==> config.mk <==
export PLATFORM = sky130hd
export DESIGN_NAME = prime_range_scanner
export DESIGN_NICKNAME = d
export VERILOG_FILES = /design/src/rtl/prime_pkg.sv /design/src/rtl/prime_range_scanner.sv
export SDC_FILE = /design/constraint.sdc
export NUM_CORES = 1
export LEC_CHECK = 0
export CORE_AREA = 4 4 137 73
export CTS_BUF_LIST = sky130_fd_sc_hd__clkbuf_16
export CTS_CLUSTER_SIZE = 14
export DETAILED_ROUTE_END_ITERATION = 8
export DIE_AREA = 0 0 141 77
export HOLD_SLACK_MARGIN = 0.06
export PLACE_DENSITY = 0.77
export SLEW_MARGIN = 20
export SYNTH_ARGS = -nofsm -noshare
export SYNTH_HDL_FRONTEND = slang
export SYNTH_SLANG_ARGS = --single-unit
export TNS_END_PERCENT = 1
==> constraint.sdc <==
create_clock -name clk -period 4.5 [get_ports clk]
set_input_delay 0.9 -clock clk [delete_from_list [all_inputs] [get_ports clk]]
set_output_delay 0.9 -clock clk [all_outputs]
set_load 0.02 [all_outputs]
==> src/rtl/prime_pkg.sv <==
// Shared definitions for the prime range scanner.
//   DEFAULT_WIDTH : default operand width of range bounds and issued numbers
//   state_e       : 2-bit scanner state encoding
package prime_pkg;

  localparam int DEFAULT_WIDTH = 16;

  typedef enum logic [1:0] {
    ST_IDLE   = 2'd0,
    ST_ISSUE  = 2'd1,
    ST_WAIT   = 2'd2,
    ST_REPORT = 2'd3
  } state_e;

endpackage

==> src/rtl/prime_range_scanner.sv <==
// Prime range scanner: walks every number in [lo, hi], hands each candidate
// >= 2 to an external prime checker over a valid/ready request channel,
// collects the checker's verdicts, and reports the prime count and the
// largest prime seen on a valid/ready summary channel.
//
// Ports
//   clk, rst_n                       clock, async active-low reset
//   valid_i/ready_i, lo, hi          command channel (range, inclusive)
//   chk_valid/chk_ready, chk_number  checker request channel
//   chk_res_valid/chk_res_ready,
//   chk_result                       checker response channel (1 = prime)
//   valid_o/ready_o, prime_count,
//   largest_prime                    summary channel
//
// State | meaning
// IDLE   | waiting for a command, ready_i high
// ISSUE  | presenting cur to the checker (numbers < 2 skipped here)
// WAIT   | one request outstanding, waiting for its verdict
// REPORT | summary held on valid_o until ready_o
module prime_range_scanner
  import prime_pkg::*;
#(
  parameter int WIDTH = DEFAULT_WIDTH,
  parameter int CNT_W = WIDTH + 1
) (
  input  logic             clk,
  input  logic             rst_n,
  input  logic             valid_i,
  output logic             ready_i,
  input  logic [WIDTH-1:0] lo,
  input  logic [WIDTH-1:0] hi,
  output logic             chk_valid,
  input  logic             chk_ready,
  output logic [WIDTH-1:0] chk_number,
  input  logic             chk_res_valid,
  output logic             chk_res_ready,
  input  logic             chk_result,
  output logic             valid_o,
  input  logic             ready_o,
  output logic [CNT_W-1:0] prime_count,
  output logic [WIDTH-1:0] largest_prime
);

  localparam logic [WIDTH-1:0] TWO = WIDTH'(2);

  state_e           state_q, state_d;
  logic [WIDTH-1:0] cur_q, cur_d;
  logic [WIDTH-1:0] hi_q, hi_d;
  logic [CNT_W-1:0] count_q, count_d;
  logic [WIDTH-1:0] largest_q, largest_d;
  logic             advance;

  always_ff @(posedge clk or negedge rst_n) begin
    if (!rst_n) begin
      state_q   <= ST_IDLE;
      cur_q     <= '0;
      hi_q      <= '0;
      count_q   <= '0;
      largest_q <= '0;
    end else begin
      state_q   <= state_d;
      cur_q     <= cur_d;
      hi_q      <= hi_d;
      count_q   <= count_d;
      largest_q <= largest_d;
    end
  end

  always_comb begin
    state_d   = state_q;
    cur_d     = cur_q;
    hi_d      = hi_q;
    count_d   = count_q;
    largest_d = largest_q;
    advance   = 1'b0;

    case (state_q)
      ST_IDLE: begin
        if (valid_i) begin
          hi_d      = hi;
          cur_d     = lo;
          count_d   = '0;
          largest_d = '0;
          // An empty range needs no checker traffic at all.
          state_d   = (lo > hi) ? ST_REPORT : ST_ISSUE;
        end
      end
      ST_ISSUE: begin
        if (cur_q < TWO) begin
          advance = 1'b1;
        end else if (chk_ready) begin
          state_d = ST_WAIT;
        end
      end
      ST_WAIT: begin
        if (chk_res_valid) begin
          if (chk_result) begin
            count_d   = count_q + CNT_W'(1);
            largest_d = cur_q;
          end
          advance = 1'b1;
        end
      end
      ST_REPORT: begin
        if (ready_o) begin
          state_d = ST_IDLE;
        end
      end
      default: state_d = ST_IDLE;
    endcase

    // Stop on hi before incrementing so an all-ones hi never wraps cur to 0.
    if (advance) begin
      if (cur_q == hi_q) begin
        state_d = ST_REPORT;
      end else begin
        cur_d   = cur_q + WIDTH'(1);
        state_d = ST_ISSUE;
      end
    end
  end

  assign ready_i       = (state_q == ST_IDLE);
  assign chk_valid     = (state_q == ST_ISSUE) && (cur_q >= TWO);
  assign chk_number    = cur_q;
  assign chk_res_ready = (state_q == ST_WAIT);
  assign valid_o       = (state_q == ST_REPORT);
  assign prime_count   = count_q;
  assign largest_prime = largest_q;

endmodule

==> impl_metrics.yaml <==
clock_tree:
  clk_latency_ns: 0.33
  clock_path_buffers: 2
  post-cts-setup-buffers: 0
  hold_buffers: 0
  cts_tree: "done"
  ctsResizeCount: 0
  cts_max_level: 3
  clock-root-buffer: "clkbuf_16"
  clk_pin_slew_ns: 0.06
  cts_sinks: 67
  cts_buffers: 9
global_routing:
  grt_start_max_net_pins: 40
  grt_use_met1_pct: 27.0
  grt.total_usage_pct: 19.6
  grt_pass1_wl_mm: 17.0
  use_met3_pct: 5.16
  antenna_found_initial: 0
  grt_pass1_vias: 3312
  grt_overflow_total: 0
  use_met2_pct: 30.8
  busiest_layer: "met2"
synth:
  netlist-cell-type-count: 42
  synth_area_leaders: "dfrtp_1, nand2_1, ha_1"
  ys_ff_latch: 67
  synth_ff_type: "dfrtp_1"
  netlist.area_leader.share_pct: 42.9
  synth_area_leader_cell: "dfrtp_1"
  syn_area_mm2: 0.00391
  avgSynthCellArea_um2: 8.99
  synthArstFlopShare_pct: 100
  ys_seq_area_share_pct: 42.9
  yosys_warnings: 0
  synth_enable_flop_cells: 0
  syn_inst: 435
  synth_fp_nets: 497
hold_path:
  whs_path_depth: 2
  holdCritStartpoint: "largest_prime[12]"
  hp-class: "reg2reg"
  holdPathEnd: "largest_prime[12]"
power_and_ir_drop:
  p_leak_nw: 2.27
  powerDensity_mw_per_mm2: 609
  peakVddDrop_mv: 0.277
timing:
  hold_viol: 0
  post-route-period-util_pct: 69.9
  drv_slew: 0
  finalSetupTns_ns: 0
  rsz0062_at_grt: "false"
  fmax_ghz: 0.318
  worst_pin_slew_ns: 1.10
  fin_skew_ns: 0.00524
  slew_headroom_pct: 26.6
  setup_viol: 0
  fin_crit_ns: 3.15
setup_path:
  reg2reg_from: "state_q[0]"
  reg2reg_depth: 8
  crit_fanout: 23
  rr_endpoint: "chk_number[5]"
  worstPathArrival_ns: 2.25
  rrSetupSlack_ns: 1.49
  endpoint_kind: "output port"
  worstPathRequired_ns: 3.60
  worst-setup-path-type: "reg2out"
  startpoint_type: "flop"
routing:
  totalWireLength_mm: 10.4
  vias: 3497
  wl_per_cell_um: 16.2
  drt-initial-drc-count: 277
  drc: 0
  viasPerCell: 5.47
  antenna_left: 0
  drt-pass1-iter-count: 5
die:
  die_area_mm2: 0.0109
  boundaryPins: 92
  rows: 24
  dieWidth_um: 141
  die_y_um: 77
  start_util_pct: 45.2
  coreArea_mm2: 0.00865
place:
  port_buffers: 91
  place.gp.congestion: 0.863
  dp.cells: 624
  place_hpwl_mm: 7.78
layout:
  diodes: 0
  fillers: 750
  drive_gt1_share_pct: 4.79
  fin_nets: 580
  syn_to_final_growth_pct: 30.8
  final_common_cell: "clkdlybuf4s50_1"
  fin_cells: 639
  final_cell_mix: "clkdlybuf4s50_1, nand2_1, dfrtp_1"
status:
  outcome: "complete, no violations"
flow_run:
  cap_violations: 0
power breakdown:
group / leakage, nW / total, mW / internal, mW / switching, mW
Combinational: 1.28 / 1.37 / 0.599 / 0.776
Clock: 0.143 / 0.664 / 0.416 / 0.248
Sequential: 0.844 / 1.07 / 0.800 / 0.274
Total: 2.27 / 3.11 / 1.81 / 1.30
area by class of cell:
cell class / instances / area [um2] / area share [%]
Clock inverter: 6 / 50.0 / 0.978
Inverter: 29 / 109 / 2.13
Timing Repair Buffer: 95 / 936 / 18.3
Multi-Input combinational cell: 316 / 1970 / 38.6
Clock buffer: 9 / 225 / 4.40
Sequential cell: 67 / 1680 / 32.8
Tap cell: 117 / 146 / 2.86
synthesized netlist by cell type (all sizes together), types with 2 or more instances:
cell / number
nor4: 8
clkbuf: 11
o21ai: 39
or3: 4
inv: 29
nand4: 11
and2: 6
and3: 9
a21o: 3
o211a: 3
nor3: 4
nand3: 20
xnor2: 3
a211oi: 3
ha: 23
dfrtp: 67
a21oi: 25
o221a: 9
nand2: 77
xor2: 27
and4: 5
o21a: 2
buf: 12
nor2b: 2
nor2: 23
layer usage:
metal	vias up	wire (um)	share of wire, %
met4	0	82	0.79
met3	10	685	6.6
met5	-	0	0
met1	1685	4720	46
met2	128	4880	47
li1	1674	-	-
critical path, stage by stage (launching register included):
cell,delay [ns]
dfrtp_1,0.42
inv_1,0.10
ha_1,0.65
clkdlybuf4s50_1,0.74
state kept, by name, indices dropped and copies added (netlist names):
name           count
chk_number        16
largest_prime     16
prime_count       17
hi_q              16
state_q            2
stage by stage:
stage          hold slack [ns]  setup slack [ns]  power [mW]  utilization (%)  area (um2)
6_report                 0.477              1.35        3.11             59.1        5110
2_1_floorplan            0.465              2.33        1.94                -        3910
3_3_place_gp             0.462              1.45        2.42             55.9        4840
5_1_grt                  0.504              1.21        3.32             59.1        5110
3_5_place_dp             0.472              1.40        2.45             55.9        4840
4_1_cts                  0.483              1.35        3.12             59.1        5110
worst max path at each step:
stage                             start         endpoint  slack (ns)
after global placement    chk_res_valid   chk_number[14]        1.45
after global routing      chk_number[3]        chk_valid        1.21
final                        state_q[0]    chk_res_ready        1.35
after floorplan                 valid_i  prime_count[15]        2.33
after detailed placement  chk_res_valid   chk_number[10]        1.40
after CTS                    state_q[0]    chk_res_ready        1.35
kinds of logic (layout without fill, tap and decap cells):
family	after synthesis	in the layout	share of synthesized area, %
and+or+nand+nor	170	170	21.0
AOI/OAI and AO/OA	91	91	14.8
DFF	67	67	42.9
buffers and inverters	52	139	6.78
xor gates and xnor gates	30	30	6.72
adders and majority gates	23	23	7.36
muxes	2	2	0.544
Power figures use the tool's default switching activity.
